===== src/rtl/vga_pkg.sv =====
// Shared widths, default 640x480 timing and the per-axis region encoding
// used by vga_timing_gen and its axis counters.
package vga_pkg;

  localparam int unsigned VGA_REZ_MAX_WIDTH   = 11;
  localparam int unsigned VGA_PULSE_WIDTH     = 8;
  localparam int unsigned VGA_HL_MARGIN_WIDTH = 8;
  localparam int unsigned VGA_HR_MARGIN_WIDTH = 8;
  localparam int unsigned VGA_VL_MARGIN_WIDTH = 8;
  localparam int unsigned VGA_VR_MARGIN_WIDTH = 8;

  // 640x480@60: count_max / sync / back porch / front porch
  localparam int unsigned DEF_H_COUNT_MAX    = 799;
  localparam int unsigned DEF_H_SYNC_PULSE   = 96;
  localparam int unsigned DEF_H_LEFT_MARGIN  = 48;
  localparam int unsigned DEF_H_RIGHT_MARGIN = 16;
  localparam int unsigned DEF_V_COUNT_MAX    = 524;
  localparam int unsigned DEF_V_SYNC_PULSE   = 2;
  localparam int unsigned DEF_V_LEFT_MARGIN  = 33;
  localparam int unsigned DEF_V_RIGHT_MARGIN = 10;

  typedef enum logic [1:0] {
    SYNC   = 2'd0,
    BACK   = 2'd1,
    ACTIVE = 2'd2,
    FRONT  = 2'd3
  } region_e;

endpackage


===== src/rtl/vga_timing_gen_if.sv =====
// Configuration inputs and video timing outputs of vga_timing_gen.
// master = configuring/consuming side, slave = the timing generator.
interface vga_timing_gen_if
  import vga_pkg::*;
#(
  parameter int unsigned REZ_MAX_WIDTH   = VGA_REZ_MAX_WIDTH,
  parameter int unsigned PULSE_WIDTH     = VGA_PULSE_WIDTH,
  parameter int unsigned HL_MARGIN_WIDTH = VGA_HL_MARGIN_WIDTH,
  parameter int unsigned HR_MARGIN_WIDTH = VGA_HR_MARGIN_WIDTH,
  parameter int unsigned VL_MARGIN_WIDTH = VGA_VL_MARGIN_WIDTH,
  parameter int unsigned VR_MARGIN_WIDTH = VGA_VR_MARGIN_WIDTH
);

  logic                       Load_config;
  logic [HL_MARGIN_WIDTH-1:0] H_left_margin;
  logic [HR_MARGIN_WIDTH-1:0] H_right_margin;
  logic [VL_MARGIN_WIDTH-1:0] V_left_margin;
  logic [VR_MARGIN_WIDTH-1:0] V_right_margin;
  logic [REZ_MAX_WIDTH-1:0]   H_count_max;
  logic [REZ_MAX_WIDTH-1:0]   V_count_max;
  logic [PULSE_WIDTH-1:0]     H_sync_pulse;
  logic [PULSE_WIDTH-1:0]     V_sync_pulse;

  logic                       H_sync;
  logic                       V_sync;
  logic                       Active;
  logic [REZ_MAX_WIDTH-1:0]   Pixel_x;
  logic [REZ_MAX_WIDTH-1:0]   Pixel_y;
  logic                       Frame_start;
  logic                       Config_err;

  modport master (
    output Load_config, H_left_margin, H_right_margin, V_left_margin, V_right_margin,
           H_count_max, V_count_max, H_sync_pulse, V_sync_pulse,
    input  H_sync, V_sync, Active, Pixel_x, Pixel_y, Frame_start, Config_err
  );

  modport slave (
    input  Load_config, H_left_margin, H_right_margin, V_left_margin, V_right_margin,
           H_count_max, V_count_max, H_sync_pulse, V_sync_pulse,
    output H_sync, V_sync, Active, Pixel_x, Pixel_y, Frame_start, Config_err
  );

endinterface


===== src/rtl/vga_axis_counter.sv =====
// One timing axis: wrapping counter plus SYNC/BACK/ACTIVE/FRONT decode and
// the offset of the count from the first active position.
module vga_axis_counter
  import vga_pkg::*;
#(
  parameter int unsigned CNT_W   = VGA_REZ_MAX_WIDTH,
  parameter int unsigned SYNC_W  = VGA_PULSE_WIDTH,
  parameter int unsigned LEFT_W  = VGA_HL_MARGIN_WIDTH,
  parameter int unsigned RIGHT_W = VGA_HR_MARGIN_WIDTH
) (
  input  logic               clk,
  input  logic               rst,
  input  logic               advance,
  input  logic [CNT_W-1:0]   count_max,
  input  logic [SYNC_W-1:0]  sync_len,
  input  logic [LEFT_W-1:0]  left_margin,
  input  logic [RIGHT_W-1:0] right_margin,
  output logic [CNT_W-1:0]   cnt,
  output logic               at_max,
  output region_e            region,
  output logic [CNT_W-1:0]   pos
);

  // One extra bit so sync+left and the region bounds never wrap.
  localparam int unsigned EW = CNT_W + 1;

  logic [CNT_W-1:0] cnt_q, cnt_d;
  logic [EW-1:0]    cnt_x, sync_x, act_start_x, act_end_x;

  assign at_max = (cnt_q == count_max);
  assign cnt    = cnt_q;

  always_comb begin
    // NOTE: default first so every path assigns cnt_d and no latch is inferred.
    cnt_d = cnt_q;
    if (advance) begin
      cnt_d = at_max ? '0 : cnt_q + CNT_W'(1);
    end
  end

  always_ff @(posedge clk) begin
    // NOTE: non-blocking for all flop updates so every register samples pre-edge values.
    if (rst) begin
      cnt_q <= '0;
    end else begin
      cnt_q <= cnt_d;
    end
  end

  assign cnt_x       = EW'(cnt_q);
  assign sync_x      = EW'(sync_len);
  assign act_start_x = sync_x + EW'(left_margin);
  assign act_end_x   = EW'(count_max) - EW'(right_margin);

  // Zero-length BACK/FRONT fall out naturally: their compare windows are empty.
  always_comb begin
    region = FRONT;
    if (cnt_x < sync_x) begin
      region = SYNC;
    end else if (cnt_x < act_start_x) begin
      region = BACK;
    end else if (cnt_x <= act_end_x) begin
      region = ACTIVE;
    end
  end

  assign pos = CNT_W'(cnt_x - act_start_x);

endmodule


===== src/rtl/vga_timing_gen.sv =====
// VGA timing generator with shadowed, frame-boundary-applied configuration.
// Define VGA_SYNC_ACTIVE_LOW_EN for active-low H_sync/V_sync.
module vga_timing_gen
  import vga_pkg::*;
#(
  parameter int unsigned REZ_MAX_WIDTH      = VGA_REZ_MAX_WIDTH,
  parameter int unsigned PULSE_WIDTH        = VGA_PULSE_WIDTH,
  parameter int unsigned HL_MARGIN_WIDTH    = VGA_HL_MARGIN_WIDTH,
  parameter int unsigned HR_MARGIN_WIDTH    = VGA_HR_MARGIN_WIDTH,
  parameter int unsigned VL_MARGIN_WIDTH    = VGA_VL_MARGIN_WIDTH,
  parameter int unsigned VR_MARGIN_WIDTH    = VGA_VR_MARGIN_WIDTH,
  parameter int unsigned RST_H_COUNT_MAX    = DEF_H_COUNT_MAX,
  parameter int unsigned RST_H_SYNC_PULSE   = DEF_H_SYNC_PULSE,
  parameter int unsigned RST_H_LEFT_MARGIN  = DEF_H_LEFT_MARGIN,
  parameter int unsigned RST_H_RIGHT_MARGIN = DEF_H_RIGHT_MARGIN,
  parameter int unsigned RST_V_COUNT_MAX    = DEF_V_COUNT_MAX,
  parameter int unsigned RST_V_SYNC_PULSE   = DEF_V_SYNC_PULSE,
  parameter int unsigned RST_V_LEFT_MARGIN  = DEF_V_LEFT_MARGIN,
  parameter int unsigned RST_V_RIGHT_MARGIN = DEF_V_RIGHT_MARGIN
) (
  input  logic             Clk,
  input  logic             Rst,
  vga_timing_gen_if.slave  bus
);

  localparam int unsigned EW = REZ_MAX_WIDTH + 1;

`ifdef VGA_SYNC_ACTIVE_LOW_EN
  localparam logic SYNC_ON = 1'b0;
`else
  localparam logic SYNC_ON = 1'b1;
`endif

  typedef struct packed {
    logic [REZ_MAX_WIDTH-1:0]   h_max;
    logic [PULSE_WIDTH-1:0]     h_sync;
    logic [HL_MARGIN_WIDTH-1:0] h_left;
    logic [HR_MARGIN_WIDTH-1:0] h_right;
    logic [REZ_MAX_WIDTH-1:0]   v_max;
    logic [PULSE_WIDTH-1:0]     v_sync;
    logic [VL_MARGIN_WIDTH-1:0] v_left;
    logic [VR_MARGIN_WIDTH-1:0] v_right;
  } cfg_t;

  localparam cfg_t RST_CFG = '{
    h_max:   REZ_MAX_WIDTH'(RST_H_COUNT_MAX),
    h_sync:  PULSE_WIDTH'(RST_H_SYNC_PULSE),
    h_left:  HL_MARGIN_WIDTH'(RST_H_LEFT_MARGIN),
    h_right: HR_MARGIN_WIDTH'(RST_H_RIGHT_MARGIN),
    v_max:   REZ_MAX_WIDTH'(RST_V_COUNT_MAX),
    v_sync:  PULSE_WIDTH'(RST_V_SYNC_PULSE),
    v_left:  VL_MARGIN_WIDTH'(RST_V_LEFT_MARGIN),
    v_right: VR_MARGIN_WIDTH'(RST_V_RIGHT_MARGIN)
  };

  function automatic logic axis_fits(input logic [EW-1:0] max_x, input logic [EW-1:0] sync_x,
                                     input logic [EW-1:0] left_x, input logic [EW-1:0] right_x);
    return (sync_x != '0) && ((sync_x + left_x + right_x) <= max_x);
  endfunction

  cfg_t    cfg_in, applied_q, applied_d, pending_q, pending_d;
  logic    pending_vld_q, pending_vld_d;
  logic    cfg_ok, boundary;

  logic [REZ_MAX_WIDTH-1:0] h_cnt, v_cnt, h_pos, v_pos;
  logic                     h_at_max, v_at_max;
  region_e                  h_region, v_region;

  logic                     h_sync_q, h_sync_d, v_sync_q, v_sync_d;
  logic                     active_q, active_d;
  logic [REZ_MAX_WIDTH-1:0] pixel_x_q, pixel_x_d, pixel_y_q, pixel_y_d;
  logic                     frame_start_q, frame_start_d;
  logic                     config_err_q, config_err_d;

  assign cfg_in = '{
    h_max:   bus.H_count_max,
    h_sync:  bus.H_sync_pulse,
    h_left:  bus.H_left_margin,
    h_right: bus.H_right_margin,
    v_max:   bus.V_count_max,
    v_sync:  bus.V_sync_pulse,
    v_left:  bus.V_left_margin,
    v_right: bus.V_right_margin
  };

  assign cfg_ok = axis_fits(EW'(cfg_in.h_max), EW'(cfg_in.h_sync), EW'(cfg_in.h_left), EW'(cfg_in.h_right))
               && axis_fits(EW'(cfg_in.v_max), EW'(cfg_in.v_sync), EW'(cfg_in.v_left), EW'(cfg_in.v_right));

  assign boundary = h_at_max && v_at_max;

  // A valid strobe on the boundary cycle lands in pending_d and is applied at once.
  always_comb begin
    pending_d     = pending_q;
    pending_vld_d = pending_vld_q;
    applied_d     = applied_q;
    if (bus.Load_config && cfg_ok) begin
      pending_d     = cfg_in;
      pending_vld_d = 1'b1;
    end
    if (boundary && pending_vld_d) begin
      applied_d     = pending_d;
      pending_vld_d = 1'b0;
    end
  end

  vga_axis_counter #(
    .CNT_W(REZ_MAX_WIDTH), .SYNC_W(PULSE_WIDTH),
    .LEFT_W(HL_MARGIN_WIDTH), .RIGHT_W(HR_MARGIN_WIDTH)
  ) u_h_axis (
    .clk(Clk), .rst(Rst), .advance(1'b1),
    .count_max(applied_q.h_max), .sync_len(applied_q.h_sync),
    .left_margin(applied_q.h_left), .right_margin(applied_q.h_right),
    .cnt(h_cnt), .at_max(h_at_max), .region(h_region), .pos(h_pos)
  );

  vga_axis_counter #(
    .CNT_W(REZ_MAX_WIDTH), .SYNC_W(PULSE_WIDTH),
    .LEFT_W(VL_MARGIN_WIDTH), .RIGHT_W(VR_MARGIN_WIDTH)
  ) u_v_axis (
    .clk(Clk), .rst(Rst), .advance(h_at_max),
    .count_max(applied_q.v_max), .sync_len(applied_q.v_sync),
    .left_margin(applied_q.v_left), .right_margin(applied_q.v_right),
    .cnt(v_cnt), .at_max(v_at_max), .region(v_region), .pos(v_pos)
  );

  always_comb begin
    h_sync_d      = (h_region == SYNC) ? SYNC_ON : ~SYNC_ON;
    v_sync_d      = (v_region == SYNC) ? SYNC_ON : ~SYNC_ON;
    active_d      = (h_region == ACTIVE) && (v_region == ACTIVE);
    pixel_x_d     = active_d ? h_pos : '0;
    pixel_y_d     = active_d ? v_pos : '0;
    frame_start_d = (h_cnt == '0) && (v_cnt == '0);
    config_err_d  = bus.Load_config && !cfg_ok;
  end

  always_ff @(posedge Clk) begin
    if (Rst) begin
      applied_q     <= RST_CFG;
      pending_q     <= RST_CFG;
      pending_vld_q <= 1'b0;
      h_sync_q      <= ~SYNC_ON;
      v_sync_q      <= ~SYNC_ON;
      active_q      <= 1'b0;
      pixel_x_q     <= '0;
      pixel_y_q     <= '0;
      frame_start_q <= 1'b0;
      config_err_q  <= 1'b0;
    end else begin
      applied_q     <= applied_d;
      pending_q     <= pending_d;
      pending_vld_q <= pending_vld_d;
      h_sync_q      <= h_sync_d;
      v_sync_q      <= v_sync_d;
      active_q      <= active_d;
      pixel_x_q     <= pixel_x_d;
      pixel_y_q     <= pixel_y_d;
      frame_start_q <= frame_start_d;
      config_err_q  <= config_err_d;
    end
  end

  assign bus.H_sync      = h_sync_q;
  assign bus.V_sync      = v_sync_q;
  assign bus.Active      = active_q;
  assign bus.Pixel_x     = pixel_x_q;
  assign bus.Pixel_y     = pixel_y_q;
  assign bus.Frame_start = frame_start_q;
  assign bus.Config_err  = config_err_q;

endmodule

===== src/flat_wrapper.sv =====
// flat-port wrapper written by rule: the top's interface ports become plain ports
module vga_timing_gen_flat import vga_pkg::*;
#(
  parameter int unsigned REZ_MAX_WIDTH      = VGA_REZ_MAX_WIDTH,
  parameter int unsigned PULSE_WIDTH        = VGA_PULSE_WIDTH,
  parameter int unsigned HL_MARGIN_WIDTH    = VGA_HL_MARGIN_WIDTH,
  parameter int unsigned HR_MARGIN_WIDTH    = VGA_HR_MARGIN_WIDTH,
  parameter int unsigned VL_MARGIN_WIDTH    = VGA_VL_MARGIN_WIDTH,
  parameter int unsigned VR_MARGIN_WIDTH    = VGA_VR_MARGIN_WIDTH,
  parameter int unsigned RST_H_COUNT_MAX    = DEF_H_COUNT_MAX,
  parameter int unsigned RST_H_SYNC_PULSE   = DEF_H_SYNC_PULSE,
  parameter int unsigned RST_H_LEFT_MARGIN  = DEF_H_LEFT_MARGIN,
  parameter int unsigned RST_H_RIGHT_MARGIN = DEF_H_RIGHT_MARGIN,
  parameter int unsigned RST_V_COUNT_MAX    = DEF_V_COUNT_MAX,
  parameter int unsigned RST_V_SYNC_PULSE   = DEF_V_SYNC_PULSE,
  parameter int unsigned RST_V_LEFT_MARGIN  = DEF_V_LEFT_MARGIN,
  parameter int unsigned RST_V_RIGHT_MARGIN = DEF_V_RIGHT_MARGIN
)
  (Clk, Rst, bus_Load_config, bus_H_left_margin, bus_H_right_margin, bus_V_left_margin, bus_V_right_margin, bus_H_count_max, bus_V_count_max, bus_H_sync_pulse, bus_V_sync_pulse, bus_H_sync, bus_V_sync, bus_Active, bus_Pixel_x, bus_Pixel_y, bus_Frame_start, bus_Config_err);
  vga_timing_gen_if #(.REZ_MAX_WIDTH(REZ_MAX_WIDTH), .PULSE_WIDTH(PULSE_WIDTH), .HL_MARGIN_WIDTH(HL_MARGIN_WIDTH), .HR_MARGIN_WIDTH(HR_MARGIN_WIDTH), .VL_MARGIN_WIDTH(VL_MARGIN_WIDTH), .VR_MARGIN_WIDTH(VR_MARGIN_WIDTH)) bus_i ();
  input  logic Clk;
  input  logic Rst;
  input wire logic [$bits(bus_i.Load_config)-1:0] bus_Load_config;
  input wire logic [$bits(bus_i.H_left_margin)-1:0] bus_H_left_margin;
  input wire logic [$bits(bus_i.H_right_margin)-1:0] bus_H_right_margin;
  input wire logic [$bits(bus_i.V_left_margin)-1:0] bus_V_left_margin;
  input wire logic [$bits(bus_i.V_right_margin)-1:0] bus_V_right_margin;
  input wire logic [$bits(bus_i.H_count_max)-1:0] bus_H_count_max;
  input wire logic [$bits(bus_i.V_count_max)-1:0] bus_V_count_max;
  input wire logic [$bits(bus_i.H_sync_pulse)-1:0] bus_H_sync_pulse;
  input wire logic [$bits(bus_i.V_sync_pulse)-1:0] bus_V_sync_pulse;
  output wire logic [$bits(bus_i.H_sync)-1:0] bus_H_sync;
  output wire logic [$bits(bus_i.V_sync)-1:0] bus_V_sync;
  output wire logic [$bits(bus_i.Active)-1:0] bus_Active;
  output wire logic [$bits(bus_i.Pixel_x)-1:0] bus_Pixel_x;
  output wire logic [$bits(bus_i.Pixel_y)-1:0] bus_Pixel_y;
  output wire logic [$bits(bus_i.Frame_start)-1:0] bus_Frame_start;
  output wire logic [$bits(bus_i.Config_err)-1:0] bus_Config_err;
  assign bus_i.Load_config = bus_Load_config;
  assign bus_i.H_left_margin = bus_H_left_margin;
  assign bus_i.H_right_margin = bus_H_right_margin;
  assign bus_i.V_left_margin = bus_V_left_margin;
  assign bus_i.V_right_margin = bus_V_right_margin;
  assign bus_i.H_count_max = bus_H_count_max;
  assign bus_i.V_count_max = bus_V_count_max;
  assign bus_i.H_sync_pulse = bus_H_sync_pulse;
  assign bus_i.V_sync_pulse = bus_V_sync_pulse;
  assign bus_H_sync = bus_i.H_sync;
  assign bus_V_sync = bus_i.V_sync;
  assign bus_Active = bus_i.Active;
  assign bus_Pixel_x = bus_i.Pixel_x;
  assign bus_Pixel_y = bus_i.Pixel_y;
  assign bus_Frame_start = bus_i.Frame_start;
  assign bus_Config_err = bus_i.Config_err;
  vga_timing_gen #(.REZ_MAX_WIDTH(REZ_MAX_WIDTH), .PULSE_WIDTH(PULSE_WIDTH), .HL_MARGIN_WIDTH(HL_MARGIN_WIDTH), .HR_MARGIN_WIDTH(HR_MARGIN_WIDTH), .VL_MARGIN_WIDTH(VL_MARGIN_WIDTH), .VR_MARGIN_WIDTH(VR_MARGIN_WIDTH), .RST_H_COUNT_MAX(RST_H_COUNT_MAX), .RST_H_SYNC_PULSE(RST_H_SYNC_PULSE), .RST_H_LEFT_MARGIN(RST_H_LEFT_MARGIN), .RST_H_RIGHT_MARGIN(RST_H_RIGHT_MARGIN), .RST_V_COUNT_MAX(RST_V_COUNT_MAX), .RST_V_SYNC_PULSE(RST_V_SYNC_PULSE), .RST_V_LEFT_MARGIN(RST_V_LEFT_MARGIN), .RST_V_RIGHT_MARGIN(RST_V_RIGHT_MARGIN)) u_core (.Clk(Clk), .Rst(Rst), .bus(bus_i));
endmodule

===== config.mk =====
export PLATFORM = sky130hd
export DESIGN_NAME = vga_timing_gen_flat
export DESIGN_NICKNAME = d
export VERILOG_FILES = /design/src/rtl/vga_pkg.sv /design/src/rtl/vga_timing_gen_if.sv /design/src/rtl/vga_axis_counter.sv /design/src/rtl/vga_timing_gen.sv /design/src/flat_wrapper.sv
export SDC_FILE = /design/constraint.sdc
export NUM_CORES = 1
export LEC_CHECK = 0
export CAP_MARGIN = 20
export CORE_MARGIN = 5
export CORE_UTILIZATION = 36
export DETAILED_ROUTE_END_ITERATION = 10
export SLEW_MARGIN = 20
export SYNTH_ARGS = -nofsm -noshare
export SYNTH_HDL_FRONTEND = slang
export SYNTH_SLANG_ARGS = --single-unit

===== constraint.sdc =====
create_clock -name Clk -period 6.1 [get_ports Clk]
set_input_delay 1.525 -clock Clk [delete_from_list [all_inputs] [get_ports Clk]]
set_output_delay 1.525 -clock Clk [all_outputs]
set_load 0.03 [all_outputs]

# Yosys cells after proc, flatten, opt, wreduce, memory -nomap -nowiden
# Index checks and enable logic that the tools add are counted.
[op_classes]
addsub = 12
mul = 0
n_div = 0
magnitude_cmp = 8
eq_ne = 4
n_shift = 0
mux = 11
bitwise_logic = 1
reduce_logical = 19
[op_table]
columns = ["operator", "n"]
rows = [
  ["two-way mux 70 bit", 1],
  ["adder 8 x 8 -> 9 bit", 4],
  ["adder 12 x 8 -> 12 bit", 2],
  ["less-or-equal comparator 11 x 12 -> 1 bit", 2],
  ["less-or-equal comparator 12 x 11 -> 1 bit", 2],
  ["subtractor 11 x 8 -> 12 bit", 2],
  ["adder 11 x 1 -> 11 bit, second input constant", 2],
  ["equality test 11 bit", 2],
  ["logical NOT 11 bit", 2],
  ["< comparator 11 x 8 -> 1 bit", 2],
  ["< comparator 11 x 9 -> 1 bit", 2],
  ["subtractor 11 x 9 -> 11 bit", 2],
  ["nonzero test 8 bit", 2],
  ["two-way mux 11 bit", 1],
  ["logical AND 1 bit", 9],
  ["two-way mux 2 bit", 4],
  ["OR reduction 2 bit", 3],
  ["two-way mux 1 bit", 5],
  ["equality test 2 bit, second input constant", 2],
  ["logical NOT 2 bit", 2],
  ["logical NOT 1 bit", 1],
  ["NOT 1 bit", 1],
]
[word_totals]
reg_bits = 190
latch_bits = 0
mem_bits_rw = 0
mem_bits_ro = 0
in_bits = 73
word_cells = 81
n_memories = 0

# Depth between registers and ports, before layout
# Gate-level depths: netlist of the first run.
[depth]
depth_word = 9
depth_mapped = 25
ltp_nobuf = 22

# Cells and area by module
# Synthesis of the first run repeated with hierarchy kept, for this count alone.
[hier_totals]
hier_cells = 1303
area_unflattened_um2 = 11860.1
[modules_own_cells]
columns = ["mod", "instances", "cells_each", "area_per_inst_um2", "seq_area_each_um2"]
rows = [
  ["vga_timing_gen", 1, 728, 7412.1, 3363.2],
  ["vga_axis_counter at u_core.u_h_axis", 1, 295, 2289.7, 220.2],
  ["vga_axis_counter at u_core.u_v_axis", 1, 280, 2158.3, 220.2],
]

# Worst setup path after synthesis of the first run
# No wires, ideal clock.
[synth_timing]
path_kind = "input to register"
start = "input bus_H_sync_pulse[0]"
end = "register u_core.applied_q[13] in the netlist's numbering"
t_arrival_ns = 5.580
required_ns = 5.980
path_slack_ns = 0.401
stages = 24
n_path_buf = 2
path_cell_list = "ha_1 inv_1 fa_1 nor2b_1 o21ai_0 a21boi_0 o21a_1 nor2_1 xnor2_1 ha_1 a21oi_1 o21ai_0 a21oi_1 nor2_1 ha_1 a21oi_1 nand3b_1 or4_4 o32ai_4 and2_1 buf_6 o21ai_4 buf_4 a211o_1"
[synth_via]
elab_chain_len = 8
elab_cells_between_ends = 10
classes_between = "add/sub: 2; order compare: 1; mux: 2; reduce/logical: 5"
[synth_rtl]
columns = ["item", "line", "text"]
rows = [
  ["from (decl)", "flat_wrapper.sv:30", "input wire logic [$bits(bus_i.H_sync_pulse)-1:0] bus_H_sync_pulse;"],
  ["adder 8 x 8 -> 9 bit", "vga_timing_gen.sv:58", "return (sync_x != '0) && ((sync_x + left_x + right_x) <= max_x);"],
  ["adder 12 x 8 -> 12 bit", "vga_timing_gen.sv:58", ""],
  ["less-or-equal comparator 12 x 11 -> 1 bit", "vga_timing_gen.sv:58", ""],
  ["logical AND 1 bit (*)", "vga_timing_gen.sv:58", ""],
  ["logical AND 1 bit (*)", "vga_timing_gen.sv:87", "&& axis_fits(EW'(cfg_in.v_max), EW'(cfg_in.v_sync), EW'(cfg_in.v_left), EW'(cfg_in.v_right));"],
  ["logical AND 1 bit (*)", "vga_timing_gen.sv:96", "if (bus.Load_config && cfg_ok) begin"],
  ["two-way mux 1 bit", "vga_timing_gen.sv:96", ""],
  ["logical AND 1 bit", "vga_timing_gen.sv:100", "if (boundary && pending_vld_d) begin"],
  ["to (signal assigned)", "vga_timing_gen.sv:149", "applied_q <= applied_d;"],
  ["to (decl)", "vga_timing_gen.sv:61", "cfg_t cfg_in, applied_q, applied_d, pending_q, pending_d;"],
]
# Mark *: on every way between the ends. The rest lies on a longest branch, timed or not.
# A chain may end at the register's enable or synchronous reset.

# Final worst setup path of the first run
[layout_timing]
start = "input bus_H_sync_pulse[1]"
end = "register u_core.applied_q[47] in the netlist's numbering"
# The elaborated chain is that of the path after synthesis.

==> reports/results.ini, run 1 <==
[placement]
dp_slack_ns = -0.6546
numPlacedInstances = 1968
placed_cell_area_mm2 = 0.01387
dpl.hpwl_mm = 25.22
numPortBuffers = 99
globalplace.congestion = 0.8479

[global_routing]
grt_max_degree = 89
grt_pass1_vias = 9944
grt.total_usage_pct = 17.49
grt_pass1_wl_mm = 52.14
grt_overflow = 0
antenna_found_initial = 0

[timing]
worst_slack_ns = 0.2566
fin_crit_ns = 5.843
finalHoldViolCount = 0
finalCritPeriodShare_pct = 95.79
tightest_slew_ns = 1.016
max_freq_mhz = 171.1
finalSetupViolCount = 0
worst_clock_skew_ns = 0.01418
finalMaxSlewViolations = 0
hold_slack_ns = 0.4571
rsz0062_at_grt = true
slew_headroom_pct = 32.24

[clock_network]
clockBufferDepth = 2
clock-sinks = 190
cts-hold-fix-buffers = 0
numCtsBuffers = 17
clock_latency_ns = 0.44
htree_levels = 4
cts_tree = yes
clk_pin_slew_ns = 0.08
clockRootBuffer = clkbuf_16

[worst_setup_path]
cp-start-kind = input port
worstPathArrival_ns = 6.17
r2r-start = u_core.applied_q[24]
critical_path_depth = 22
crit_fanout = 8
rr_worst_depth = 19
crit_chain = clkdlybuf4s50_1, buf_4, ha_1, a21o_1, a21oi_1, o21ai_1, a21oi_2, buf_4, xnor2_1, ha_1, buf_4, xnor2_1, ha_1, a211oi_1, nor2_1, or4_4, o32ai_4, buf_4, a211o_4, clkbuf_16, o22ai_1, a211o_1
path_buf_inv = 6
crit_top_cell = buf_4
crit_end = u_core.applied_q[47]
r2r_end = u_core.bus.Pixel_x[4]
crit_required_ns = 6.43
slowest_stage = or4_4
rrSetupSlack_ns = 1.58
cp-end-kind = register
path_delay_family = compound AO/OA/AOI/OAI gates
cpPeakStageDelay_ns = 0.50
worst-setup-path-type = input port to register
startpoint = bus_H_sync_pulse[1]

[yosys]
synth_area_mm2 = 0.01194
syn_nets = 1636
async_flop_share_pct = 0
ys.flop_type = dfxtp_1
avgSynthCellArea_um2 = 8.485
synth-xor-area-share_pct = 7.629
yosys.area_share.simple_pct = 13.69
synth_compound_area_share_pct = 22.84
netlist_instances = 1407
synthAdderAreaFrac_pct = 16.98
synth_edf_count = 0
synth_top_family_by_area = compound AO/OA/AOI/OAI gates
synth_cell_types = 59
ys_seq_elements = 190
ys_seq_area_share_pct = 31.86
ys_warn_count = 0
synth.area.mux_share_pct = 0

[pwr]
max-vdd-ir-drop_uv = 191.0
cellLeakagePower_nw = 6.469
powerDensity_mw_per_mm2 = 239.6
power.total_mw = 3.591

[die]
dieWidth_um = 192.1
core-area_mm2 = 0.03262
initial_core_util_pct = 36.60
num_rows = 66
ioPinCount = 100
die_h_um = 192.1
die_area_mm2 = 0.03691

[finish]
finalInstanceArea_mm2 = 0.01499
stdcell_count = 2021
nets = 1795
drive_above_1_share_pct = 12.48
insertedDiodeCount = 0
layout_commonest_cell = dfxtp_1
syn_to_final_growth_pct = 25.54
final_cell_mix = dfxtp_1, ha_1, inv_1

[hold_path]
worst_hold_path_type = register to register

[route]
drt_iter0_drc = 637
detail-route-antenna-nets = 0
drc = 0
wl_per_cell_um = 16.65
route.vias.total = 10360
firstDrtPassIters = 5
via_per_inst = 5.125
drt_wl_total_mm = 33.65

[run]
maxCapViolCount = 0

[run_status]
status = completed

-- cell type report --
cell class / instances / area (um2)
inverter: 141 / 529.3
multi-input combinational: 1014 / 7471
tap: 442 / 553.0
clock inverter: 13 / 145.1
timing repair buffer: 202 / 2033
fill: 3175 / 17630
sequential: 190 / 3804
clock buffer: 19 / 452.9
-- kinds of logic after synthesis --
group,after synthesis
AO/OA/AOI/OAI,398
AND/OR/NAND/NOR,355
buffers and inverters,204
flip-flops,190
adder cells (fa/ha/maj),156
XOR/XNOR,104
-- how the worst min path moves through the flow --
stage | startpoint | to | cells after the start
2_1_floorplan | u_core.pending_q[34] | u_core.pending_q[34] | 2
3_3_place_gp | u_core.pending_q[12] | u_core.pending_q[12] | 2
3_5_place_dp | u_core.pending_q[36] | u_core.pending_q[36] | 2
4_1_cts | u_core.pending_q[36] | u_core.pending_q[36] | 2
5_1_grt | u_core.pending_q[11] | u_core.pending_q[11] | 2
6_report | u_core.pending_q[18] | u_core.pending_q[18] | 2
-- synth_stat cells (18+ instances only) --
master / count / area [um2]
nand2_1: 138 / 518.0
nor2b_1: 18 / 112.6
o22ai_1: 62 / 387.9
clkbuf_1: 36 / 135.1
a211oi_2: 18 / 225.2
xnor2_1: 60 / 525.5
inv_1: 141 / 529.3
buf_2: 18 / 90.09
a21oi_1: 113 / 565.5
ha_1: 146 / 1827
dfxtp_1: 190 / 3804
o21ai_0: 39 / 195.2
xor2_1: 44 / 385.4
nor2_1: 101 / 379.1
a211oi_1: 38 / 285.3
a21o_1: 19 / 142.6
a211o_1: 36 / 315.3
-- worst min-delay path, stage by stage (launching register included) --
cell and delay (ns):
dfxtp_1 0.31, nand2_1 0.05, a21oi_1 0.05
-- sequential cells by signal (all words and copies together) (netlist names) --
| signal | cells |
|---|---|
| u_core.u_v_axis.cnt | 11 |
| u_core.bus.V_sync | 1 |
| u_core.bus.Frame_start | 1 |
| u_core.bus.Pixel_x | 11 |
| u_core.bus.H_sync | 1 |
| u_core.pending_q | 70 |
| u_core.pending_vld_q | 1 |
| u_core.bus.Pixel_y | 11 |
| u_core.bus.Config_err | 1 |
| u_core.applied_q | 70 |
| u_core.bus.Active | 1 |
| u_core.u_h_axis.cnt | 11 |
-- where the power goes --
part	switching [mW]	internal [mW]	total [mW]
combinational	0.552	0.485	1.04
sequential	0.0587	1.35	1.41
clock	0.536	0.604	1.14
total	1.15	2.44	3.59
-- timing repair --
action,in CTS,in global routing
pin swaps,2,18
setup endpoints to repair,96,140
setup buffers,1,10
gates resized for setup,6,43
endpoints found under the hold margin,0,0
gates cloned,0,11
-- per-layer routing --
layer / part of all wire (%) / vias up / track usage (%)
li1: - / 5261 / -
met5: 0 / - / 0
met3: 4.7 / 33 / 2.399
met4: 1.5 / 0 / 4.279
met2: 45 / 217 / 27.32
met1: 49 / 4846 / 25.50
-- stage by stage --
stage	util [%]	TNS, ns
floorplan	-	0
global placement	42.53	-42.76
detailed placement	42.53	-66.60
CTS	44.48	0
global route	45.95	-0.1022
finish	45.95	0
Power figures use the tool's default switching activity.
==> run 2, diff against run 1 <==
- CAP_MARGIN: 20 -> unset
- SLEW_MARGIN: 20 -> unset
==> results of run 2 <==
The final DEF is identical to that of run 1; final timing and power are the same.
==> run 3, diff against run 2 <==
- ABC_CLOCK_PERIOD_IN_PS: unset -> 6100
==> results of run 3 <==
The final DEF is identical to that of run 1; final timing and power are the same.
